**src/rtl/mac_pkg.sv**
```systemverilog
// Shared definitions for the MAC array and its output collection buffer.
package mac_pkg;

   localparam int unsigned COL         = 8;
   localparam int unsigned BW_PSUM     = 22;
   localparam int unsigned OFIFO_DEPTH = 16;

   // Instruction encodings shared with mac_array.
   typedef enum logic [1:0] {
      InstIdle  = 2'b00,
      InstLoadK = 2'b01,
      InstExec  = 2'b10
   } inst_e;

   typedef logic [BW_PSUM-1:0] psum_t;

endpackage

```
**src/rtl/psum_fifo_lane.sv**
```systemverilog
// One psum lane: flop-based circular FIFO with occupancy count.
// 'rd' is an already-qualified pop; the top only asserts it when every lane is non-empty.
module psum_fifo_lane #(
   parameter int unsigned bw_psum = 22,
   parameter int unsigned depth   = 16,
   localparam int unsigned PtrW   = $clog2(depth),
   localparam int unsigned CntW   = PtrW + 1
) (
   input  logic               clk,
   input  logic               reset,
   input  logic               wr,
   input  logic               rd,
   input  logic [bw_psum-1:0] din,
   output logic [bw_psum-1:0] dout,
   output logic [CntW-1:0]    count,
   output logic               full,
   output logic               empty
);

   logic [PtrW-1:0]    wr_ptr_q, wr_ptr_d;
   logic [PtrW-1:0]    rd_ptr_q, rd_ptr_d;
   logic [CntW-1:0]    cnt_q, cnt_d;
   logic [bw_psum-1:0] mem_q [depth];
   logic               wr_ok;

   assign full  = (cnt_q == CntW'(depth));
   assign empty = (cnt_q == '0);
   assign count = cnt_q;
   assign dout  = mem_q[rd_ptr_q];

   // A full lane still accepts a write when a pop frees its head on the same edge.
   assign wr_ok = wr && (!full || rd);

   // Next-state pointers and count; pointers wrap naturally at the power-of-two depth.
   always_comb begin
      wr_ptr_d = wr_ptr_q;
      rd_ptr_d = rd_ptr_q;
      cnt_d    = cnt_q;
      if (wr_ok) wr_ptr_d = wr_ptr_q + PtrW'(1);
      if (rd)    rd_ptr_d = rd_ptr_q + PtrW'(1);
      unique case ({wr_ok, rd})
         2'b10:   cnt_d = cnt_q + CntW'(1);
         2'b01:   cnt_d = cnt_q - CntW'(1);
         default: cnt_d = cnt_q;
      endcase
   end

   // Pointer and count state.
   always_ff @(posedge clk or negedge reset) begin
      if (!reset) begin
         wr_ptr_q <= '0;
         rd_ptr_q <= '0;
         cnt_q    <= '0;
      end else begin
         wr_ptr_q <= wr_ptr_d;
         rd_ptr_q <= rd_ptr_d;
         cnt_q    <= cnt_d;
      end
   end

   // Storage array; contents are don't-care until written, so no reset.
   always_ff @(posedge clk) begin
      if (wr_ok) mem_q[wr_ptr_q] <= din;
   end

endmodule

```
**src/rtl/psum_ofifo.sv**
```systemverilog
// Realigns skewed per-column psums from mac_array into full rows for write-back.
module psum_ofifo
   import mac_pkg::*;
#(
   parameter int unsigned col     = COL,
   parameter int unsigned bw_psum = BW_PSUM,
   parameter int unsigned depth   = OFIFO_DEPTH
) (
   input  logic                   clk,
   input  logic                   reset,
   input  logic [col*bw_psum-1:0] in,
   input  logic [col-1:0]         wr,
   input  logic                   rd,
   output logic [col*bw_psum-1:0] out,
   output logic                   o_valid,
   output logic                   o_full,
   output logic                   o_ready,
   output logic                   o_out_vld,
   output logic [col-1:0]         o_overflow
);

   localparam int unsigned CntW = $clog2(depth) + 1;

   logic [bw_psum-1:0]     head [col];
   logic [CntW-1:0]        count [col];
   logic [col-1:0]         full, empty, drop;
   logic [col*bw_psum-1:0] row, out_q, out_d;
   logic                   pop, out_vld_q;
   logic [col-1:0]         overflow_q, overflow_d;

   for (genvar c = 0; c < col; c++) begin : g_lane
      psum_fifo_lane #(
         .bw_psum(bw_psum),
         .depth  (depth)
      ) u_lane (
         .clk  (clk),
         .reset(reset),
         .wr   (wr[c]),
         .rd   (pop),
         .din  (in[bw_psum*c +: bw_psum]),
         .dout (head[c]),
         .count(count[c]),
         .full (full[c]),
         .empty(empty[c])
      );
   end

   assign o_valid = &(~empty);
   assign o_full  = |full;
   assign o_ready = !o_full;
   assign pop     = rd && o_valid;

   // Pack lane heads into a row, qualify output load and per-lane drops.
   always_comb begin
      row = '0;
      for (int c = 0; c < col; c++) begin
         row[bw_psum*c +: bw_psum] = head[c];
         drop[c] = wr[c] && (count[c] == CntW'(depth)) && !pop;
      end
      out_d      = pop ? row : out_q;
      overflow_d = overflow_q | drop;
   end

   // Output row register, fresh-row strobe and sticky overflow flags.
   always_ff @(posedge clk or negedge reset) begin
      if (!reset) begin
         out_q      <= '0;
         out_vld_q  <= 1'b0;
         overflow_q <= '0;
      end else begin
         out_q      <= out_d;
         out_vld_q  <= pop;
         overflow_q <= overflow_d;
      end
   end

   assign out        = out_q;
   assign o_out_vld  = out_vld_q;
   assign o_overflow = overflow_q;

endmodule

```
**config.mk**
```make
export PLATFORM = sky130hd
export DESIGN_NAME = psum_ofifo
export DESIGN_NICKNAME = d
export VERILOG_FILES = /design/src/rtl/mac_pkg.sv /design/src/rtl/psum_fifo_lane.sv /design/src/rtl/psum_ofifo.sv
export SDC_FILE = /design/constraint.sdc
export NUM_CORES = 2
export LEC_CHECK = 0
export BUFFER_PORTS_ARGS = -buffer_cell sky130_fd_sc_hd__buf_2
export CELL_PAD_IN_SITES_DETAIL_PLACEMENT = 0
export CELL_PAD_IN_SITES_GLOBAL_PLACEMENT = 1
export CORE_MARGIN = 4
export CORE_UTILIZATION = 59
export CTS_CLUSTER_DIAMETER = 60
export DETAILED_ROUTE_END_ITERATION = 10
export GPL_TIMING_DRIVEN = 0
export PLACE_DENSITY = 0.92
export SLEW_MARGIN = 10
export SYNTH_ARGS = -nofsm -noshare
export SYNTH_HDL_FRONTEND = slang
export SYNTH_HIERARCHICAL = 1
export SYNTH_SLANG_ARGS = --single-unit
```
**constraint.sdc**
```tcl
create_clock -name clk -period 11.9 [get_ports clk]
set_input_delay 0 -clock clk [delete_from_list [all_inputs] [get_ports clk]]
set_output_delay 0 -clock clk [all_outputs]
set_load 0.02 [all_outputs]
```
Word level (Yosys, flattened, before mapping)
Memory sizes are Yosys's and may differ from the RTL's. A register that Yosys moved wholly into a read port is not among the register bits. Index checks and enable logic that the tools add are counted.

Add/sub/neg operators: 32. Equal/unequal tests: 24. Mux-type cells: 24. Bitwise logic cells: 2. Reductions and logical operators: 69.

Operator list (count): 5-bit one-hot mux with 2 select lines (8); 4-bit by 1-bit adder with 4-bit output (second input constant) (16); 5-bit by 1-bit adder with 5-bit output (second input constant) (8); 5-bit == test (second input constant) (8); 5-bit logical NOT (8); 5-bit by 1-bit subtractor with 5-bit output (second input constant) (8); 1-bit logical AND (25); 1-bit logical NOT (18); 2-bit by 1-bit == test with 1-bit output (second input constant) (8); 2-bit == test (second input constant) (8); 1-bit 2-to-1 mux (16); 2-bit nonzero test (8); 1-bit logical OR (8); 8-bit NOT (1); 8-bit bitwise OR (1); 8-bit AND reduction (1); 8-bit OR reduction (1).

Flip-flop bits (word level): 113. Memory bits (writable): 2816. Bits of input ports: 187. Output and inout bits: 188. Word-level logic and storage cells: 185. Memories kept: 8.

Memories: g_lane[0].u_lane.mem_q (words 16, bits a word 22, read ports 1, clocked after memory_dff 1, write ports 1, RTL line psum_fifo_lane.sv:23) `logic [bw_psum-1:0] mem_q [depth];`; g_lane[1].u_lane.mem_q (words 16, bits a word 22, read ports 1, clocked after memory_dff 1, write ports 1, RTL line psum_fifo_lane.sv:23); g_lane[2].u_lane.mem_q (words 16, bits a word 22, read ports 1, clocked after memory_dff 1, write ports 1, RTL line psum_fifo_lane.sv:23); g_lane[3].u_lane.mem_q (words 16, bits a word 22, read ports 1, clocked after memory_dff 1, write ports 1, RTL line psum_fifo_lane.sv:23); g_lane[4].u_lane.mem_q (words 16, bits a word 22, read ports 1, clocked after memory_dff 1, write ports 1, RTL line psum_fifo_lane.sv:23); g_lane[5].u_lane.mem_q (words 16, bits a word 22, read ports 1, clocked after memory_dff 1, write ports 1, RTL line psum_fifo_lane.sv:23); 2 more memories.

Depth between registers and ports, before layout
Depth after elaboration: 8. Gate-level depth with buffers: 14. Depth with buffers taken out: 11.

Hierarchy
The synthesis kept the hierarchy.

Modules (own cells, without submodules): psum_fifo_lane (g_lane[1].u_lane ...) (times used 6, cells each 626, area each 13999.7 µm², seq. area each 10895.4 µm²); psum_fifo_lane (g_lane[7].u_lane) (times used 1, cells each 626, area each 14005.9 µm², seq. area each 10895.4 µm²); psum_fifo_lane (g_lane[0].u_lane) (times used 1, cells each 625, area each 13985.9 µm², seq. area each 10895.4 µm²); psum_ofifo (times used 1, cells each 408, area each 6942.9 µm², seq. area each 4629.4 µm²).

Least setup slack after synthesis
No wires, ideal clock.

Path kind: register to register. Start point: reg g_lane[4].u_lane.cnt_q[0]. End point: mem g_lane[1].u_lane.mem_q[3][0], enable pin. Library setup time: 0.429 ns. Arrival time: 3.860 ns. Required time: 11.471 ns. Path slack: 7.611 ns. Stages on the path, launching flop included: 12. Path buffers: 3. Period minus slack after synthesis: 4.289 ns. Cell sequence: dfrtp_1 nor4_2 nor2b_1 nor4_2 nand3_1 buf_4 buf_2 inv_1 buf_2 nand3b_1 nand3_1 nor3_1.

Cells in the longest elaborated chain, start to end: 8.

Ends and longest elaborated chain: start, declared (RTL line psum_fifo_lane.sv:22) `logic [CntW-1:0] cnt_q, cnt_d;`; start signal, assigned (RTL line psum_fifo_lane.sv:57) `cnt_q <= cnt_d;`; 5-bit logical NOT (RTL line psum_fifo_lane.sv:27) `assign empty = (cnt_q == '0);`; named net empty[4] (RTL line psum_ofifo.sv:26) `logic [col-1:0] full, empty, drop;`; 8-bit NOT (RTL line psum_ofifo.sv:48) `assign o_valid = &(~empty);`; 8-bit AND reduction (RTL line psum_ofifo.sv:48); 1-bit logical AND (RTL line psum_ofifo.sv:51) `assign pop = rd && o_valid;`; named net pop (RTL line psum_ofifo.sv:28) `logic pop, out_vld_q;`; 1-bit logical OR (RTL line psum_fifo_lane.sv:32) `assign wr_ok = wr && (!full || rd);`; 1-bit logical AND (RTL line psum_fifo_lane.sv:32); 1-bit 2-to-1 mux (RTL line psum_fifo_lane.sv:63) `if (wr_ok) mem_q[wr_ptr_q] <= din;`; 1-bit 2-to-1 mux (not written as such) (RTL line psum_fifo_lane.sv:63); end, declared (RTL line psum_fifo_lane.sv:23).

The timed path passes the listed nets, and every way through them passes these cells.

Worst setup path in the final report
Start point: reg g_lane[1].u_lane.cnt_q[0]. End point: mem g_lane[2].u_lane.mem_q[3][4], enable pin.

Cells in the longest elaborated chain, start to end: 8.

Ends and longest elaborated chain (RTL line): start, declared (psum_fifo_lane.sv:22); start signal, assigned (psum_fifo_lane.sv:57); 5-bit logical NOT (psum_fifo_lane.sv:27); named net empty[1] (psum_ofifo.sv:26); 8-bit NOT (psum_ofifo.sv:48); 8-bit AND reduction (psum_ofifo.sv:48); 1-bit logical AND (psum_ofifo.sv:51); named net pop (psum_ofifo.sv:28); 1-bit logical OR (psum_fifo_lane.sv:32); 1-bit logical AND (psum_fifo_lane.sv:32); 1-bit 2-to-1 mux (psum_fifo_lane.sv:63); 1-bit 2-to-1 mux (not written as such) (psum_fifo_lane.sv:63); end, declared (psum_fifo_lane.sv:23).

The timed path passes the listed nets, and every way through them passes these cells.

==> impl_metrics.yaml <==
floorplan:
  chipHeight_um: 457
  die-width_um: 457
  design.die.area_um2: 209000
  core_area_um2: 200000
  start_util_pct: 59.4
  std_cell_rows: 164
  pin_count: 375
yosys:
  cells_after_synthesis: 5415
  netlist.top_cell.by_area: "sky130_fd_sc_hd__edfxtp_1"
  ys_seq_elements: 3105
  synth_area_leaders: "sky130_fd_sc_hd__edfxtp_1 (71%), sky130_fd_sc_hd__mux4_2 (13%), sky130_fd_sc_hd__dfrtp_1 (6.1%)"
  syn-num-nets: 5674
  synthDistinctLibCells: 38
  synth_seq_area_share_pct: 77.2
  synth-edff-count: 2816
  synth-main-ff-cell: "sky130_fd_sc_hd__edfxtp_1"
  synthesis.area_per_instance_um2: 22.0
  total_of_warnings_raised_by_yosys: 6
  synth_top_area_share_pct: 71.1
  asyncSetResetFlopFracSynth_pct: 9.31
  cell_area_after_synthesis_um2: 119000
timing:
  final_setup_tns_ns: 0
  hold_viol: 0
  timing.final.ws_setup_ns: 5.22
  timing.final.crit_period_ns: 6.68
  relSlewSlack_pct: 29.2
  final_worst_hold_slack_ns: 0.0673
  max_freq_mhz: 150
  clock_skew_ns: 0.0818
  worst-slew-pin-transition_ns: 1.06
  min_period_over_period_pct: 56.1
  finalSetupViolations: 0
  total_count_of_max_transition_violations_in_the_final_report: 0
  grt_setup_unrepaired: "false"
grt:
  gr-total-overflow: 0
  grt_use_total_pct: 29.0
  grt_first_pass_wirelength_um: 443000
  via_count_of_the_first_global_routing_pass: 65900
  largest_net_degree_at_the_start_of_global_routing: 81
  grt_antenna_before_repair: 37
layout:
  post_route_cells_drive_above_1_share_pct: 29.0
  stdcell_area_um2: 141000
  synthToLayoutAreaGrowth_pct: 18.4
  utilization_pct: 70.4
  final_nets: 6854
  num-fill-cells: 11000
  fin_cells: 9529
drt:
  routed_len_inst_um: 31.7
  drt.antenna.violating_nets: 0
  total_number_of_vias: 62300
  remaining_drc_errors: 0
  drt_first_pass_iters: 6
  drt_first_iter_violations: 8149
  routed_wl_um: 302000
  viasPerCell: 6.53
cts:
  worst_skew_pair_later_pin_latency_ns: 0.96
  clkSinkCount: 3105
  cts_hold_repair.buffers: 366
  tritoncts: "done"
  ctsHtreeMaxLevel: 5
  setup_fix_buffers_added_after_clock_tree_synthesis: 0
  cts_buffers: 320
  clock_tree.buffer_depth: 4
  post_cts_resized: 0
  clk_transition_reported_paths_ns: 0.06
  clk_root_buffer_cell: "sky130_fd_sc_hd__clkbuf_16"
setup_path:
  startpoint_type: "register"
  req_time_crit_path_ns: 12.51
  path_class: "reg2reg"
  critPathCaptureType: "register"
  worst-path-max-fanout: 15
  critPathArrivalTime_ns: 7.29
placement:
  place_inst: 8563
  port-buffer-count: 374
  detailed_place_hpwl_um: 175000
  place_congestion: 0.792
  placed_area_um2: 127000
  dpl_worst_slack_ns: 5.13
run_status:
  outcome: "finished clean"
pwr:
  report.power.total_mw: 35.2
  worst_vdd_rail_ir_drop_v: 0.000169
  leakage_nw: 47.3
  power_per_cell_area_nw_per_um2: 250
run:
  timing.max_cap.violations: 0
hold_path:
  hp-class: "in2reg"
==> worst paths after layout <==
kind / startpoint / endpoint / slack [ns] / depth (start not counted)
worst max-delay path: g_lane[1].u_lane/count[0] / g_lane[2].u_lane/mem_q[3][4] / 5.22 / 13
worst min-delay path: in[88] / g_lane[4].u_lane/mem_q[7][0] / 0.07 / 2
worst max register to register: g_lane[1].u_lane/count[0] / g_lane[2].u_lane/mem_q[3][4] / 5.22 / 13
worst min register to register: o_overflow[0] / o_overflow[0] / 0.46 / 1
max in group asynchronous: reset / g_lane[0].u_lane/wr_ptr_q[1] / 10.76 / 5
min in group asynchronous: reset / out[32] / 0.26 / 4
==> routing by layer <==
metal	share of wire (%)	wire length, um	vias to the layer above	GRT usage, %
met5	0.0033	10	-	0
met4	6.0	18000	2	15.5
met3	9.4	28500	899	5.68
met2	50	152000	4249	47.8
met1	34	103000	32200	37.0
li1	-	-	25000	-
==> power breakdown <==
part,switching (mW),total [mW],internal (mW)
Sequential,0.660,14.1,13.5
Clock,4.06,9.78,5.72
Combinational,6.66,11.3,4.61
==> worst max-delay path, stage by stage, from the launching register on <==
cell and delay (ns):
sky130_fd_sc_hd__dfrtp_1 0.47, sky130_fd_sc_hd__nor4_2 0.11, sky130_fd_sc_hd__nor2b_1 0.20, sky130_fd_sc_hd__nor4_2 0.88, sky130_fd_sc_hd__nand3_1 0.83, sky130_fd_sc_hd__buf_4 0.50
sky130_fd_sc_hd__buf_2 0.37, sky130_fd_sc_hd__inv_2 0.65, sky130_fd_sc_hd__buf_2 0.34, sky130_fd_sc_hd__nand3b_1 0.26, sky130_fd_sc_hd__nand3_1 0.40, sky130_fd_sc_hd__nor3_2 0.73
sky130_fd_sc_hd__buf_4 0.35, sky130_fd_sc_hd__buf_6 0.21
==> layout make-up <==
| type | instances | area (um^2) | area share [%] |
|---|---|---|---|
| plain buffers | 275 | 1550 | 1.10 |
| clock inverters | 141 | 1290 | 0.915 |
| repair buffers | 858 | 7370 | 5.24 |
| well taps | 2656 | 3320 | 2.36 |
| clock buffers | 427 | 8900 | 6.32 |
| inverters | 18 | 67.6 | 0.0480 |
| multi-input cells | 2017 | 26400 | 18.7 |
| diodes | 32 | 80.1 | 0.0569 |
| flip-flops and latches | 3105 | 91800 | 65.2 |
==> state kept, by name (all words and copies together), names as in the netlist <==
name	flops
g_lane.u_lane/mem_q	2816
out	176
g_lane.u_lane/count	40
g_lane.u_lane/rd_ptr_q	32
g_lane.u_lane/wr_ptr_q	32
o_overflow	8
o_out_vld	1
==> cell usage after synthesis, types with 7 or more instances <==
cell type	instances
sky130_fd_sc_hd__nor2b_1	40
sky130_fd_sc_hd__dfrtp_1	289
sky130_fd_sc_hd__xor2_1	23
sky130_fd_sc_hd__a21oi_1	23
sky130_fd_sc_hd__fa_1	8
sky130_fd_sc_hd__mux2i_1	16
sky130_fd_sc_hd__o21ai_0	9
sky130_fd_sc_hd__nor3_1	40
sky130_fd_sc_hd__clkbuf_1	123
sky130_fd_sc_hd__nor4_1	9
sky130_fd_sc_hd__nor2_1	107
sky130_fd_sc_hd__buf_2	26
sky130_fd_sc_hd__mux2_2	74
sky130_fd_sc_hd__mux4_2	704
sky130_fd_sc_hd__nand3_1	34
sky130_fd_sc_hd__a22oi_1	352
sky130_fd_sc_hd__nand3b_1	15
sky130_fd_sc_hd__inv_1	18
sky130_fd_sc_hd__nor2_2	7
sky130_fd_sc_hd__nand2_1	218
sky130_fd_sc_hd__nor4_2	10
sky130_fd_sc_hd__and2_1	9
sky130_fd_sc_hd__a21o_1	16
sky130_fd_sc_hd__ha_1	64
sky130_fd_sc_hd__buf_1	37
sky130_fd_sc_hd__buf_4	47
sky130_fd_sc_hd__and2_0	8
sky130_fd_sc_hd__a41o_1	7
sky130_fd_sc_hd__xnor2_1	49
sky130_fd_sc_hd__mux2_1	141
sky130_fd_sc_hd__nand4_1	8
sky130_fd_sc_hd__nand2b_1	23
sky130_fd_sc_hd__edfxtp_1	2816
sky130_fd_sc_hd__buf_6	41
==> layout by cell type, fill, tap and decap left out, drive strengths merged <==
master,Yosys,layout
diode,0,32
inv,18,26
and2,17,17
nand2b,23,23
bufinv,0,22
ha,64,64
nand4,8,8
nor3,40,40
nor4,19,19
o21ai,9,9
nor2,114,114
nor2b,40,40
nand2,218,218
clkinv,0,101
clkinvlp,0,10
mux2i,16,16
a21oi,23,23
nand3b,15,15
mux2,215,215
a21boi,1,1
buf,151,644
a41o,7,7
dfrtp,289,289
xor2,23,23
xnor2,49,49
a22oi,352,352
dlygate4sd3,0,365
fa,8,8
nand3,34,34
clkbuf,124,551
a21o,16,16
edfxtp,2816,2816
a31o,1,1
mux4,704,704
and3,1,1
==> cell families after synthesis <==
logic type | Yosys count | share of synthesized area (%)
DFF | 3105 | 77.2
xor gates and xnor gates | 72 | 0.530
AOI/OAI and AO/OA | 409 | 2.53
and+or+nand+nor | 529 | 2.09
buffers and inverters | 293 | 1.36
muxes | 935 | 15.5
adders and majority gates | 72 | 0.808
(Power assumes the default switching activity.)
